--- config.mk ---
export PLATFORM = sky130hd
export DESIGN_NAME = waveform_ctrl
export DESIGN_NICKNAME = d
export VERILOG_FILES = /design/src/rtl/timer_pkg.sv /design/src/rtl/tc_event_detect.sv /design/src/rtl/waveform_ctrl.sv
export SDC_FILE = /design/constraint.sdc
export NUM_CORES = 1
export LEC_CHECK = 0
export BUFFER_PORTS_ARGS = -buffer_cell sky130_fd_sc_hd__buf_2
export CELL_PAD_IN_SITES_DETAIL_PLACEMENT = 0
export CELL_PAD_IN_SITES_GLOBAL_PLACEMENT = 1
export CORE_MARGIN = 3
export CORE_UTILIZATION = 35
export CTS_BUF_LIST = sky130_fd_sc_hd__clkbuf_16
export CTS_CLUSTER_DIAMETER = 30
export CTS_CLUSTER_SIZE = 40
export DETAILED_ROUTE_END_ITERATION = 6
export PLACE_DENSITY_LB_ADDON = 0.1
export SYNTH_ARGS = -nofsm -noshare
export SYNTH_HDL_FRONTEND = slang
export SYNTH_SLANG_ARGS = --single-unit
--- constraint.sdc ---
create_clock -name i_sysclk -period 3.5 [get_ports i_sysclk]
set_input_delay 0.875 -clock i_sysclk [delete_from_list [all_inputs] [get_ports i_sysclk]]
set_output_delay 0.875 -clock i_sysclk [all_outputs]
set_load 0.01 [all_outputs]
--- src/rtl/timer_pkg.sv ---
// timer_pkg -- shared types and constants for the 16-bit timer/counter.
//   state_e     : waveform controller FSM states
//   mode_t      : waveform/sequencing mode bits taken from TCCR
//   TCCR_*      : bit positions inside the TCCR control register
//   TOP_*       : TOP value encodings from TCCR2[11:8] and their decode
package timer_pkg;

  typedef enum logic [1:0] {
    IDLE = 2'd0,
    RUN  = 2'd1,
    DONE = 2'd2
  } state_e;

  // Mode bits as seen by the waveform controller in a given cycle.
  typedef struct packed {
    logic fpwm;
    logic cc;
    logic per;
    logic pol;
  } mode_t;

  // TCCR bit indices.
  localparam int TCCR_EN        = 0;
  localparam int TCCR_MODE_CC   = 8;
  localparam int TCCR_MODE_PER  = 9;
  localparam int TCCR_MODE_FPWM = 10;
  localparam int TCCR_POL       = 11;

  // TCCR2[11:8] TOP encodings; any other code selects the full 16-bit range.
  localparam logic [3:0] TOP_BIT08 = 4'd0;
  localparam logic [3:0] TOP_BIT09 = 4'd1;
  localparam logic [3:0] TOP_BIT10 = 4'd2;
  localparam logic [3:0] TOP_BIT11 = 4'd3;
  localparam logic [3:0] TOP_BIT12 = 4'd4;
  localparam logic [3:0] TOP_BIT13 = 4'd5;
  localparam logic [3:0] TOP_BIT14 = 4'd6;
  localparam logic [3:0] TOP_BIT15 = 4'd7;

  localparam logic [15:0] TOP_VAL_BIT08   = 16'h00FF;
  localparam logic [15:0] TOP_VAL_BIT09   = 16'h01FF;
  localparam logic [15:0] TOP_VAL_BIT10   = 16'h03FF;
  localparam logic [15:0] TOP_VAL_BIT11   = 16'h07FF;
  localparam logic [15:0] TOP_VAL_BIT12   = 16'h0FFF;
  localparam logic [15:0] TOP_VAL_BIT13   = 16'h1FFF;
  localparam logic [15:0] TOP_VAL_BIT14   = 16'h3FFF;
  localparam logic [15:0] TOP_VAL_BIT15   = 16'h7FFF;
  localparam logic [15:0] TOP_VAL_DEFAULT = 16'hFFFF;

  // Decode a TCCR2[11:8] TOP code into the counter TOP value.
  function automatic logic [15:0] decode_top(input logic [3:0] code);
    logic [15:0] val;
    case (code)
      TOP_BIT08: val = TOP_VAL_BIT08;
      TOP_BIT09: val = TOP_VAL_BIT09;
      TOP_BIT10: val = TOP_VAL_BIT10;
      TOP_BIT11: val = TOP_VAL_BIT11;
      TOP_BIT12: val = TOP_VAL_BIT12;
      TOP_BIT13: val = TOP_VAL_BIT13;
      TOP_BIT14: val = TOP_VAL_BIT14;
      TOP_BIT15: val = TOP_VAL_BIT15;
      default:   val = TOP_VAL_DEFAULT;
    endcase
    return val;
  endfunction

endpackage

--- src/rtl/tc_event_detect.sv ---
// tc_event_detect -- combinational wrap / compare-match detection.
//   cnt_i   : current counter value
//   top_i   : TOP value
//   ocr_i   : output compare value
//   dir_i   : 1 = counting up, 0 = counting down
//   tick_i  : counter changed this cycle; events only qualify on a tick
//   wrap_o  : counter sits at its wrap point (TOP when up, 0 when down)
//   match_o : counter equals the compare value
module tc_event_detect #(
  parameter int W = 16
) (
  input  logic [W-1:0] cnt_i,
  input  logic [W-1:0] top_i,
  input  logic [W-1:0] ocr_i,
  input  logic         dir_i,
  input  logic         tick_i,
  output logic         wrap_o,
  output logic         match_o
);

  logic at_top;
  logic at_zero;
  logic ocr_reach;

  assign at_top  = (cnt_i == top_i);
  assign at_zero = (cnt_i == '0);

  // The counter only ever spans 0..TOP, so a compare value above TOP can
  // never be reached; gate it explicitly so a stray counter value (e.g.
  // just after TOP is lowered) cannot produce a spurious match.
  assign ocr_reach = (ocr_i <= top_i);

  assign wrap_o  = tick_i & (dir_i ? at_top : at_zero);
  assign match_o = tick_i & ocr_reach & (cnt_i == ocr_i);

endmodule

--- src/rtl/waveform_ctrl.sv ---
// waveform_ctrl -- waveform and event controller for the timer/counter.
// Watches the counter on each prescaler tick, raises wrap / compare-match
// pulses, drives the output pin (normal, compare-toggle, fast PWM) and
// sequences single-shot vs periodic operation.
//   i_sysclk, i_sysrst : clock, synchronous active-high reset
//   i_en               : global enable
//   i_cnt_tick         : counter changed this cycle
//   i_cnt_data/dir     : counter value and direction (1 = up)
//   i_top, i_ocr       : TOP and output-compare values
//   i_mode_*, i_pol    : mode selects and output polarity (1 = inverted)
//   o_out_pin          : registered waveform ^ polarity
//   o_ovf_flg/ocm_flg  : one-cycle wrap / match pulses
//   o_cnt_wrap(_val)   : one-cycle reload request and reload value
//   o_cnt_stop         : freeze the counter (single-shot finished)
//   o_busy             : controller is in RUN
module waveform_ctrl
  import timer_pkg::*;
#(
  parameter int W = 16
) (
  input  logic         i_sysclk,
  input  logic         i_sysrst,
  input  logic         i_en,
  input  logic         i_cnt_tick,
  input  logic [W-1:0] i_cnt_data,
  input  logic         i_cnt_dir,
  input  logic [W-1:0] i_top,
  input  logic [W-1:0] i_ocr,
  input  logic         i_mode_cc,
  input  logic         i_mode_per,
  input  logic         i_mode_fpwm,
  input  logic         i_pol,
  output logic         o_out_pin,
  output logic         o_ovf_flg,
  output logic         o_ocm_flg,
  output logic         o_cnt_wrap,
  output logic [W-1:0] o_cnt_wrap_val,
  output logic         o_cnt_stop,
  output logic         o_busy
);

  mode_t mode;
  assign mode = '{fpwm: i_mode_fpwm, cc: i_mode_cc, per: i_mode_per, pol: i_pol};

  logic wrap_evt;
  logic match_evt;

  tc_event_detect #(.W(W)) u_detect (
    .cnt_i   (i_cnt_data),
    .top_i   (i_top),
    .ocr_i   (i_ocr),
    .dir_i   (i_cnt_dir),
    .tick_i  (i_cnt_tick),
    .wrap_o  (wrap_evt),
    .match_o (match_evt)
  );

  state_e         state_q, state_d;
  logic           wave_q, wave_d;
  logic           pin_q;
  logic           ovf_q, ovf_d;
  logic           ocm_q, ocm_d;
  logic           wrap_q, wrap_d;
  logic [W-1:0]   wrap_val_q, wrap_val_d;
  logic           stop_q;
  logic           busy_q;

  always_comb begin
    state_d    = state_q;
    wave_d     = wave_q;
    ovf_d      = 1'b0;
    ocm_d      = 1'b0;
    wrap_d     = 1'b0;
    wrap_val_d = wrap_val_q;
    case (state_q)
      IDLE: begin
        wave_d = 1'b0;
        if (i_en) begin
          state_d = RUN;
          // Fast PWM starts in its "high" phase as if a wrap just happened.
          wave_d  = mode.fpwm;
        end
      end
      RUN: begin
        if (!i_en) begin
          // Disable wins over any event in the same cycle.
          state_d = IDLE;
          wave_d  = 1'b0;
        end else begin
          ovf_d  = wrap_evt;
          ocm_d  = match_evt;
          wrap_d = wrap_evt;
          if (wrap_evt) wrap_val_d = i_cnt_dir ? '0 : i_top;
          // Mode is sampled live; a change only shows at the next event.
          if (mode.fpwm) begin
            if (wrap_evt)       wave_d = 1'b1;
            else if (match_evt) wave_d = 1'b0;
          end else if (mode.cc) begin
            if (match_evt) wave_d = ~wave_q;
          end else begin
            if (wrap_evt || match_evt) wave_d = 1'b0;
          end
          if (wrap_evt && !mode.per) state_d = DONE;
        end
      end
      DONE: begin
        // Waveform holds its last level until disabled.
        if (!i_en) begin
          state_d = IDLE;
          wave_d  = 1'b0;
        end
      end
      default: begin
        state_d = IDLE;
        wave_d  = 1'b0;
      end
    endcase
  end

  always_ff @(posedge i_sysclk) begin
    if (i_sysrst) begin
      state_q    <= IDLE;
      wave_q     <= 1'b0;
      pin_q      <= 1'b0;
      ovf_q      <= 1'b0;
      ocm_q      <= 1'b0;
      wrap_q     <= 1'b0;
      wrap_val_q <= '0;
      stop_q     <= 1'b0;
      busy_q     <= 1'b0;
    end else begin
      state_q    <= state_d;
      wave_q     <= wave_d;
      pin_q      <= wave_d ^ mode.pol;
      ovf_q      <= ovf_d;
      ocm_q      <= ocm_d;
      wrap_q     <= wrap_d;
      wrap_val_q <= wrap_val_d;
      stop_q     <= (state_d == DONE);
      busy_q     <= (state_d == RUN);
    end
  end

  assign o_out_pin      = pin_q;
  assign o_ovf_flg      = ovf_q;
  assign o_ocm_flg      = ocm_q;
  assign o_cnt_wrap     = wrap_q;
  assign o_cnt_wrap_val = wrap_val_q;
  assign o_cnt_stop     = stop_q;
  assign o_busy         = busy_q;

endmodule

==> impl_summary.txt, run 1 <==
----------------------------------------------------
[Run status]
  Outcome ... finished, final reports clean

[Setup path]
  Type of origin of the critical path ... input pin
  Max FO, Critical Path ... 3
  Worst Setup End Kind ... register
  Critical path data required time ... 3.64 ns
  Classification of the worst setup path ... in -> reg
  Cells along the critical path ... buf_2 > inv_1 > ha_1 > nand2_1 > or4_1 > nor3_1 > o2111ai_1 > ha_1 > inv_1 > a21oi_1 > o211ai_1 > a31oi_1 > nor3_1
  Top cell family by delay on the critical path ... simple AND/OR/NAND/NOR gates
  Number of buffers and inverters on the critical path ... 3
  Worst path max stage delay ... 0.54 ns
  Critical path arrival ... 3.35 ns
  Cell with the biggest individual delay on the critical path ... sky130_fd_sc_hd__or4_1

[Global route]
  Global routing usage on met3 ... 2.60%
  Via count of the first global-routing pass ... 1,813
  Grt met1 use ... a little over a fifth
  GR Util met2 ... 31.4%
  Antenna violations before repair ... 0
  Total congestion overflow ... 0
  Most Used Layer, Global Route ... met2
  Aggregate global-route resource usage ... 17.1%
  First-pass GRT wire length ... 8520 um
  Pin count of the biggest net entering global routing ... 17

[Die]
  Die Area ... 6300 um^2
  Die Span X ... between 70 and 80 um
  Starting density of the core ... about 36%
  Die outline height ... 79.4 um
  Num ports ... 79
  Placeable core region ... 5170 um^2
  Number of placement rows ... 26

[Synth]
  Sequential share of the synthesized area ... 25.5%
  Number of nets produced by synthesis ... 295
  Synth unique cells ... 42
  Synth async-reset ratio ... 0%
  Cell area after synthesis ... between 1500 and 2000 um^2
  Seq cells post-synth ... 24
  Most numerous cell in the Yosys netlist ... sky130_fd_sc_hd__xor2_1
  Count of flip-flops with a built-in enable after synthesis ... 0
  Top cells by area, synth ... sky130_fd_sc_hd__dfxtp_1 (25%), sky130_fd_sc_hd__ha_1 (15%), sky130_fd_sc_hd__xor2_1 (12%)
  Instance count of the mapped netlist ... 216
  Most used standard cells in the synthesized netlist ... sky130_fd_sc_hd__xor2_1 (25), sky130_fd_sc_hd__dfxtp_1 (24), sky130_fd_sc_hd__inv_1 (24), sky130_fd_sc_hd__ha_1 (22), sky130_fd_sc_hd__a22o_1 (16)
  Syn. warnings ... 0
  Most frequently used flop master after synthesis ... sky130_fd_sc_hd__dfxtp_1
  Average instance area after synthesis ... 8.72 um^2
  Largest area contributor in the netlist ... sky130_fd_sc_hd__dfxtp_1
  Portion of synthesized cell area occupied by the leading cell type ... 25.5%

[STA]
  Hold violation count in the final report ... 0
  Top achievable clock speed ... 311 MHz
  Count of pins over their slew limit ... 0
  Slew at the pin closest to its max-slew limit ... between 0.6 and 0.7 ns
  Final setup violation count ... 0
  Final setup TNS ... 0 ns
  Final Critical Period ... around 3.2 ns
  Final worst-path setup slack ... 0.286 ns
  RSZ-0062 raised after global routing ... false
  Worst slew slack as a fraction of its limit ... between 50 and 60%
  Clock Skew ... about 0.0027 ns
  Share of the clock period used by the worst path after layout ... around nine tenths

[Power]
  Leakage Power ... around 1.2 nW
  Areal power density over the cells ... 320 nW/um^2
  Clock share of power ... 41.6%
  Sw power ... between 0.0002 and 0.00025 W
  Internal power summed over all cells ... 0.000582 W
  Share of total power consumed by net switching ... 26.3%
  Fraction of power consumed by combinational cells ... 22.9%
  Share of power burned in registers ... 35.5%
  Total chip power ... 0.000790 W
  VDD IR max ... 221 uV

[Cells and area]
  Number of nets in the final layout ... 377
  Fill count ... 537
  # diodes ... 0
  Area growth from synthesis to layout ... 31.2%
  Proportion of layout cells with a drive suffix above 1 ... between 30% and 40%

[Route]
  Remaining routing DRC violations ... 0
  DRT Pass-1 Iters ... 4
  Average wire length per cell after detail routing ... 14.5 um
  Vias per cell ... 4.95
  Iteration-0 DRC count of the detailed router ... 53
  Sum of routed wire length over all layers ... 5330 um
  Number of antenna-violating nets in the routed design ... 0
  Routed vias ... 1,815

[Placed design]
  Post-DP HPWL ... ~4600 um
  Post-placement setup slack ... 0.0178 ns
  Last weighted congestion value of the routability-driven placer ... 0.849
  IO Port Bufs ... slightly below 80

[Hold path]
  Hold crit path type ... reg -> reg

[Clocking]
  Total setup buffers inserted after CTS ... 0
  Cts-stage hold buffer count ... 0
  H-tree depth ... 1
  CTS buffer count ... 3
  Number of clock sinks ... 24
  Clock slew at reported path FFs ... around 0.070 ns
  PostCTS Resize Cnt ... 0
  Clk root buf ... sky130_fd_sc_hd__clkbuf_16
  Insertion delay to the later sink of the worst-skew pair ... 0.26 ns
  Worst-case clock buffer depth ... 2
  TritonCTS clock tree ... built

[Run]
  Count of maximum capacitance violations ... 0

----------------------------------------------------
metrics by stage:
stage               cells  instance area [um^2]  hold slack, ns  utilization (%)
global placement      363                  2370           0.461             45.8
finish                367                  2470           0.479             47.8
global route          367                  2470           0.498             47.8
CTS                   367                  2470           0.484             47.8
floorplan             216                  1880           0.522                -
detailed placement    363                  2370           0.459             45.8
cells by family (layout without fill, tap and decap cells):
kind of cell / after synthesis / in the layout / share of synthesized area [%]
and+or+nand+nor: 65 / 65 / 20.9
DFF: 24 / 24 / 25.5
buffers and inverters: 28 / 109 / 6.37
AOI/OAI and AO/OA: 45 / 45 / 17.8
xor gates and xnor gates: 32 / 32 / 14.9
adders and majority gates: 22 / 22 / 14.6
sequential cells by signal (all words and copies together) (netlist names):
register and cells:
wave_q 1, o_cnt_wrap_val 16, o_out_pin 1, o_busy 1
o_cnt_wrap 1, o_ocm_flg 1, o_cnt_stop 1, state_q 2
power groups by stage:
stage | registers (W) | clock network (W) | logic [W]
2_1_floorplan | 0.000287 | 0 | 0.0000948
3_3_place_gp | 0.000286 | 0 | 0.000182
3_5_place_dp | 0.000287 | 0 | 0.000182
4_1_cts | 0.000280 | 0.000338 | 0.000183
5_1_grt | 0.000281 | 0.000350 | 0.000204
6_report | 0.000280 | 0.000329 | 0.000181
cell type report:
cell class              count  area (um^2)  share of cell area (%)
multi-input cells         164         1280                    51.9
clock buffers               3         75.1                    3.04
repair buffers             81          425                    17.2
flip-flops and latches     24          480                    19.4
well taps                  70         87.6                    3.54
clock inverters             1         30.0                    1.21
inverters                  24         90.1                    3.64
path summary, 6_finish.rpt:
check / startpoint / end / depth (start not counted) / slack [ns]
worst min-delay path: o_cnt_wrap_val[0]$_SDFFE_PP0P_ / o_cnt_wrap_val[0]$_SDFFE_PP0P_ / 1 / 0.48
worst max-delay path: i_top[7] / wave_q$_SDFF_PP0_ / 13 / 0.29
worst max register to register: state_q[1]$_SDFF_PP0_ / o_cnt_wrap_val[14]$_SDFFE_PP0P_ / 5 / 1.67
worst min register to register: o_cnt_wrap_val[0]$_SDFFE_PP0P_ / o_cnt_wrap_val[0]$_SDFFE_PP0P_ / 1 / 0.48
routing by layer:
layer	vias to the layer above	part of all wire (%)
li1	955	-
met1	810	45
met2	46	49
met3	4	4.4
met4	0	0.79
met5	-	0
layout by cell type, fill, tap and decap left out, types with 2 or more instances in the layout:
master / n
sky130_fd_sc_hd__nor4b_1: 2
sky130_fd_sc_hd__inv_1: 24
sky130_fd_sc_hd__a21oi_1: 8
sky130_fd_sc_hd__buf_2: 78
sky130_fd_sc_hd__xnor2_1: 7
sky130_fd_sc_hd__o21ai_0: 6
sky130_fd_sc_hd__buf_4: 2
sky130_fd_sc_hd__nand2_1: 15
sky130_fd_sc_hd__dfxtp_1: 24
sky130_fd_sc_hd__clkbuf_16: 3
sky130_fd_sc_hd__o21a_1: 2
sky130_fd_sc_hd__a31oi_1: 2
sky130_fd_sc_hd__o211ai_1: 2
sky130_fd_sc_hd__ha_1: 22
sky130_fd_sc_hd__nor3_1: 12
sky130_fd_sc_hd__nor4_1: 7
sky130_fd_sc_hd__nor2_1: 5
sky130_fd_sc_hd__a22o_1: 16
sky130_fd_sc_hd__nand3_1: 5
sky130_fd_sc_hd__xor2_1: 25
sky130_fd_sc_hd__nand4_1: 7
No activity file was read; power rests on OpenSTA's default activity.
==> inputs of run 2 (changes only) <==
Clock period 3.5 ns to 3.6 ns, I/O delays scaled along.
==> run 2 against run 1 <==
  * Combinational power fell by 4%
  * Clock power fell by 26%
  * Sequential cell count is the same
  * Hold slack worse by 0.0032 ns
  * Cell area fell by 1.7%
  * Clock skew is 0.0015 ns higher
  * Non-clock buffer count down 2
  * First-iteration DRC count is 23% lower
  * Critical path type unchanged
  * Highest routed layer unchanged
==> impl_summary.txt, run 2 (same netlist as run 1, synthesis figures left out) <==
----------------------------------------------------
[Cells and area]
  Number of nets in the final layout ... 375
  Leading cell type in the layout, fill and taps excluded ... sky130_fd_sc_hd__buf_2
  Area growth from synthesis to layout ... 29.0%
  Proportion of layout cells with a drive suffix above 1 ... 30.2%
  Most frequent cells in the layout ... sky130_fd_sc_hd__buf_2 (78), sky130_fd_sc_hd__xor2_1 (25), sky130_fd_sc_hd__inv_1 (24), sky130_fd_sc_hd__dfxtp_1 (24), sky130_fd_sc_hd__ha_1 (22)
  # diodes ... 0
  Flip-flop count of the largest register, all copies and words added ... 16

[Route]
  Remaining routing DRC violations ... 0
  Iteration-0 DRC count of the detailed router ... 41
  Average wire length per cell after detail routing ... 14.6 um
  Vias per cell ... between 4 and 5
  Sum of routed wire length over all layers ... 5340 um
  DRT Pass-1 Iters ... 4
  Number of antenna-violating nets in the routed design ... 0
  Routed vias ... around 1,800

[Clocking]
  CTS buffer count ... 3
  Clock slew at reported path FFs ... around 0.06 ns
  Clk root buf ... sky130_fd_sc_hd__clkbuf_16
  PostCTS Resize Cnt ... 0
  TritonCTS clock tree ... built
  Cts-stage hold buffer count ... 0
  Worst-case clock buffer depth ... 2
  H-tree depth ... 1
  Number of clock sinks ... 24
  Insertion delay to the later sink of the worst-skew pair ... 0.26 ns
  Total setup buffers inserted after CTS ... 0

[STA]
  Final setup TNS ... 0 ns
  Worst slew slack as a fraction of its limit ... 55.8%
  Final Critical Period ... between 3 and 4 ns
  Final worst-path setup slack ... approximately 0.34 ns
  Top achievable clock speed ... 306 MHz
  Count of pins over their slew limit ... 0
  RSZ-0062 raised after global routing ... false
  Hold violation count in the final report ... 0
  Share of the clock period used by the worst path after layout ... 90.6%
  Clock Skew ... 0.00425 ns
  Slew at the pin closest to its max-slew limit ... 0.664 ns
  Final setup violation count ... 0

[Global route]
  Via count of the first global-routing pass ... 1,852
  Total congestion overflow ... 0
  Aggregate global-route resource usage ... approximately 17%
  First-pass GRT wire length ... 8620 um
  Antenna violations before repair ... 0
  Pin count of the biggest net entering global routing ... 17

[Setup path]
  Register-to-register setup slack ... between 1.5 and 2 ns
  Worst Setup End Kind ... register
  Cell depth of the worst flop-to-flop path ... 5
  Classification of the worst setup path ... in -> reg
  Critical path arrival ... 3.40 ns
  Max FO, Critical Path ... 4
  Reg-to-Reg End ... o_cnt_wrap_val[3]$_SDFFE_PP0P_
  Critical path data required time ... 3.74 ns
  Type of origin of the critical path ... input pin
  Worst R2R Start ... state_q[1]$_SDFF_PP0_

[Power]
  Fraction of power consumed by combinational cells ... 25.2%
  Share of power burned in registers ... around two fifths
  Sw power ... 0.000198 W
  Areal power density over the cells ... roughly 280 nW/um^2
  VDD IR max ... 170 uV
  Internal power summed over all cells ... 0.000492 W
  Total chip power ... ~0.00069 W
  Clock share of power ... 35.4%
  Share of total power consumed by net switching ... 28.7%
  Leakage Power ... 1.18 nW

[Die]
  Die outline height ... ~80 um
  Number of placement rows ... 26
  Placeable core region ... 5170 um^2
  Die Area ... 6300 um^2
  Num ports ... 79
  Die Span X ... 79.4 um
  Starting density of the core ... 36.4%

[Hold path]
  Hold crit path type ... reg -> reg
  WHS Path Cells ... 1
  Endpoint of the worst hold-timing path ... o_cnt_wrap_val[14]$_SDFFE_PP0P_
  Beginning of the worst hold path ... o_cnt_wrap_val[14]$_SDFFE_PP0P_

[Placed design]
  Post-DP HPWL ... around 4600 um
  IO Port Bufs ... 78
  Last weighted congestion value of the routability-driven placer ... roughly 0.84
  Post-placement setup slack ... 0.0677 ns

[Run status]
  Outcome ... finished, final reports clean

[Run]
  Count of maximum capacitance violations ... 0

----------------------------------------------------
==> run 2: power groups by stage <==
stage          logic (W)  registers (W)  clock network (W)
2_1_floorplan  0.0000922       0.000279                  0
3_3_place_gp    0.000176       0.000278                  0
3_5_place_dp    0.000174       0.000278                  0
4_1_cts         0.000175       0.000272           0.000250
5_1_grt         0.000197       0.000273           0.000262
6_report        0.000174       0.000272           0.000244
==> run 2: routing by layer <==
layer	GRT usage, %	wire length (um)	up-vias
li1	-	-	949
met1	22.5	2490	829
met2	30.6	2620	40
met3	2.48	217	2
met4	3.78	20	0
met5	0	0	-
==> run 2: area by class of cell <==
type,instances,area (um^2)
fill,545,2740
multi-input combinational,164,1280
sequential,24,480
timing repair buffer,79,410
inverter,24,90.1
tap,70,87.6
clock buffer,3,75.1
clock inverter,1,3.75
==> run 2: worst max path at each step <==
stage                          from                   end  slack, ns  cells past startpoint
after floorplan            i_top[7]  o_out_pin$_SDFF_PP0_       0.49                     12
after global placement     i_top[9]     wave_q$_SDFF_PP0_       0.16                     13
after detailed placement  i_top[10]     wave_q$_SDFF_PP0_       0.07                     13
after CTS                 i_top[10]  o_out_pin$_SDFF_PP0_       0.34                     13
after global routing      i_top[10]     wave_q$_SDFF_PP0_       0.11                     13
final                     i_top[10]  o_out_pin$_SDFF_PP0_       0.34                     13
==> run 2: worst max-delay path, stage by stage <==
cell and delay (ns):
sky130_fd_sc_hd__buf_2 0.12, sky130_fd_sc_hd__inv_1 0.05, sky130_fd_sc_hd__ha_1 0.32, sky130_fd_sc_hd__nand4_1 0.10, sky130_fd_sc_hd__or4_1 0.51, sky130_fd_sc_hd__o221a_1 0.27
sky130_fd_sc_hd__o2111ai_1 0.30, sky130_fd_sc_hd__ha_1 0.28, sky130_fd_sc_hd__inv_1 0.05, sky130_fd_sc_hd__a21oi_1 0.07, sky130_fd_sc_hd__o211ai_1 0.17, sky130_fd_sc_hd__a21bo_2 0.19
sky130_fd_sc_hd__nand4_1 0.07
==> run 2: stage by stage <==
stage / hold slack, ns / area (um^2) / utilization (%) / cells
2_1_floorplan: 0.522 / 1880 / - / 216
3_3_place_gp: 0.461 / 2350 / 45.5 / 361
3_5_place_dp: 0.459 / 2350 / 45.5 / 361
4_1_cts: 0.480 / 2430 / 47.0 / 365
5_1_grt: 0.499 / 2430 / 47.0 / 365
6_report: 0.476 / 2430 / 47.0 / 365
==> inputs of run 3 (changes only) <==
Settings changed: ABC_AREA from default to 1, CORE_UTILIZATION 35 to 33.
==> run 3 against run 2 <==
  * Critical path depth rose by 3
  * Via count rose by 20%
  * Sequential power barely moved
  * Clock skew fell by 0.00055 ns
  * Critical path type unchanged
  * Largest power group is now clock
==> impl_summary.txt, run 3 <==
----------------------------------------------------
[Run status]
  Outcome ... finished, final reports clean

[Die]
  Die outline height ... 83.4 um
  Die Span X ... 83.4 um
  Number of placement rows ... 27
  Placeable core region ... 5640 um^2
  Num ports ... a little under 80
  Die Area ... 6950 um^2
  Starting density of the core ... a little over a third

[Setup path]
  Critical path arrival ... ~3.0 ns
  Max FO, Critical Path ... 3
  Classification of the worst setup path ... in -> reg
  Top cell family by delay on the critical path ... simple AND/OR/NAND/NOR gates
  Cells along the critical path ... buf_2 > inv_1 > ha_1 > nand2_1 > nor3_1 > nand3_1 > nand2_1 > nand2_1 > ha_1 > inv_1 > a21oi_1 > nand2_1 > nand2_1 > nand2_1 > a21oi_1 > nor2_1
  Critical path data required time ... around 3.8 ns
  Worst Setup End Kind ... register
  Cell with the biggest individual delay on the critical path ... sky130_fd_sc_hd__nor3_1
  Type of origin of the critical path ... input pin
  Top cell by count, worst path ... sky130_fd_sc_hd__nand2_1
  Number of buffers and inverters on the critical path ... 3
  Worst path max stage delay ... roughly 0.37 ns

[Global route]
  Most Used Layer, Global Route ... met2
  GR Util met2 ... 30.0%
  Global routing usage on met3 ... 2.48%
  Pin count of the biggest net entering global routing ... 18
  Via count of the first global-routing pass ... ~2,100
  Aggregate global-route resource usage ... 18.0%
  First-pass GRT wire length ... 9920 um
  Grt met1 use ... 24.2%
  Total congestion overflow ... 0
  Antenna violations before repair ... 0

[STA]
  Hold violation count in the final report ... 0
  Final setup TNS ... 0 ns
  Share of the clock period used by the worst path after layout ... 77.3%
  Final setup violation count ... 0
  RSZ-0062 raised after global routing ... false
  Worst hold slack ... 0.470 ns
  Final Critical Period ... about 2.8 ns
  Clock Skew ... 0.00370 ns
  Slew at the pin closest to its max-slew limit ... between 0.5 and 0.6 ns
  Worst slew slack as a fraction of its limit ... between 60% and 70%
  Count of pins over their slew limit ... 0
  Top achievable clock speed ... 359 MHz

[Placed design]
  DP Area ... 2450 um^2
  Post-DP HPWL ... 5490 um
  Last weighted congestion value of the routability-driven placer ... around 0.89
  IO Port Bufs ... 78

[Synth]
  Largest area contributor in the netlist ... sky130_fd_sc_hd__dfxtp_1
  Portion of synthesized cell area occupied by the leading cell type ... 24.3%
  Most frequently used flop master after synthesis ... sky130_fd_sc_hd__dfxtp_1
  Average instance area after synthesis ... 6.35 um^2
  Count of flip-flops with a built-in enable after synthesis ... 0
  Number of nets produced by synthesis ... 390
  Most used standard cells in the synthesized netlist ... sky130_fd_sc_hd__nand2_1 (89), sky130_fd_sc_hd__inv_1 (42), sky130_fd_sc_hd__nand3_1 (31), sky130_fd_sc_hd__nor2_1 (29), sky130_fd_sc_hd__dfxtp_1 (24)
  Most numerous cell in the Yosys netlist ... sky130_fd_sc_hd__nand2_1
  Instance count of the mapped netlist ... 311
  Syn. warnings ... 0
  Synth async-reset ratio ... 0%
  Seq cells post-synth ... 24
  Top cells by area, synth ... sky130_fd_sc_hd__dfxtp_1 (24%), sky130_fd_sc_hd__nand2_1 (17%), sky130_fd_sc_hd__ha_1 (14%)
  Cell area after synthesis ... 1980 um^2
  Synth unique cells ... 30
  Sequential share of the synthesized area ... 24.3%

[Clocking]
  Insertion delay to the later sink of the worst-skew pair ... 0.26 ns
  Total setup buffers inserted after CTS ... 0
  Cts-stage hold buffer count ... 0
  Clock slew at reported path FFs ... around 0.070 ns
  PostCTS Resize Cnt ... 0
  TritonCTS clock tree ... built
  Clk root buf ... sky130_fd_sc_hd__clkbuf_16
  Worst-case clock buffer depth ... 2
  CTS buffer count ... 3
  H-tree depth ... 1
  Number of clock sinks ... 24

[Run]
  Count of maximum capacitance violations ... 0

[Route]
  DRT Pass-1 Iters ... 4
  Sum of routed wire length over all layers ... roughly 6500 um
  Vias per cell ... 4.72
  Number of antenna-violating nets in the routed design ... 0
  Remaining routing DRC violations ... 0
  Average wire length per cell after detail routing ... 14.0 um
  Iteration-0 DRC count of the detailed router ... 97
  Routed vias ... approximately 2,200

[Cells and area]
  Proportion of layout cells with a drive suffix above 1 ... 25.6%
  Most frequent cells in the layout ... sky130_fd_sc_hd__nand2_1 (89), sky130_fd_sc_hd__buf_2 (78), sky130_fd_sc_hd__inv_1 (42), sky130_fd_sc_hd__nand3_1 (31), sky130_fd_sc_hd__nor2_1 (29)
  Design Area, Final ... 2560 um^2
  Area growth from synthesis to layout ... 29.4%
  Leading cell type in the layout, fill and taps excluded ... sky130_fd_sc_hd__nand2_1
  Flip-flop count of the largest register, all copies and words added ... 16
  # diodes ... 0
  Number of nets in the final layout ... 471

[Hold path]
  Hold crit path type ... reg -> reg

[Power]
  Areal power density over the cells ... slightly above 300 nW/um^2
  Leakage Power ... roughly 1.4 nW
  VDD IR max ... 233 uV

----------------------------------------------------
-- run 3: changes by cell type after synthesis, moves of 9 or more --
cell / delta
sky130_fd_sc_hd__nand3_1: +26
sky130_fd_sc_hd__inv_1: +18
sky130_fd_sc_hd__xor2_1: -21
sky130_fd_sc_hd__nand2_1: +74
sky130_fd_sc_hd__a22o_1: -16
sky130_fd_sc_hd__nor2_1: +24
sky130_fd_sc_hd__o31ai_1: +9
-- run 3: cell families (layout without fill, tap and decap cells) --
family	Yosys count	count (layout)	share of synthesized area (%)
compound gates	34	34	10.5
xor+xnor	7	7	3.10
fa+ha+maj	22	22	13.9
buf+inv	54	134	10.5
flops	24	24	24.3
simple gates	170	170	37.6
-- run 3: layout make-up --
cell class,instances,area (um^2)
inverters,50,188
flip-flops and latches,24,480
multi-input cells,233,1290
well taps,72,90.1
clock buffers,3,75.1
clock inverters,1,30.0
repair buffers,80,405
fillers,626,3090
-- run 3: final timing paths --
| check | cells after the start | startpoint | endpoint | slack [ns] |
|---|---|---|---|---|
| worst min register to register | 2 | o_cnt_wrap_val[0]$_SDFFE_PP0P_ | o_cnt_wrap_val[0]$_SDFFE_PP0P_ | 0.47 |
| worst max register to register | 5 | state_q[0]$_SDFF_PP0_ | o_cnt_wrap_val[5]$_SDFFE_PP0P_ | 1.86 |
| worst max-delay path | 16 | i_top[15] | o_out_pin$_SDFF_PP0_ | 0.82 |
| worst min-delay path | 2 | o_cnt_wrap_val[0]$_SDFFE_PP0P_ | o_cnt_wrap_val[0]$_SDFFE_PP0P_ | 0.47 |
-- run 3: metal layers --
metal	vias to the layer above	wire, um	share of wire (%)
li1	1167	-	-
met1	948	3220	50
met2	64	2870	44
met3	7	278	4.3
met4	0	89	1.4
met5	-	0	0
-- run 3: through the flow --
stage	total power [W]	instances	util, %	worst slack (ns)
2_1_floorplan	0.000376	311	-	1.01
5_1_grt	0.000817	463	45.3	0.591
4_1_cts	0.000782	463	45.3	0.803
3_3_place_gp	0.000453	459	43.4	0.571
6_report	0.000779	463	45.3	0.816
3_5_place_dp	0.000454	459	43.4	0.539
-- run 3: worst reg2reg max path: cells and delay by family, from the launching register on --
kind,cells,cell delay [ns]
DFF,1,0.45
adders and majority gates,1,0.27
and+or+nand+nor,3,0.70
AOI/OAI and AO/OA,1,0.24
-- run 3: where the power goes --
part / leakage, nW / internal [W] / switching (W) / total [W]
clock network: 0.0511 / 0.000222 / 0.000109 / 0.000330
registers: 0.194 / 0.000269 / 0.00000312 / 0.000272
logic: 1.20 / 0.0000695 / 0.000107 / 0.000176
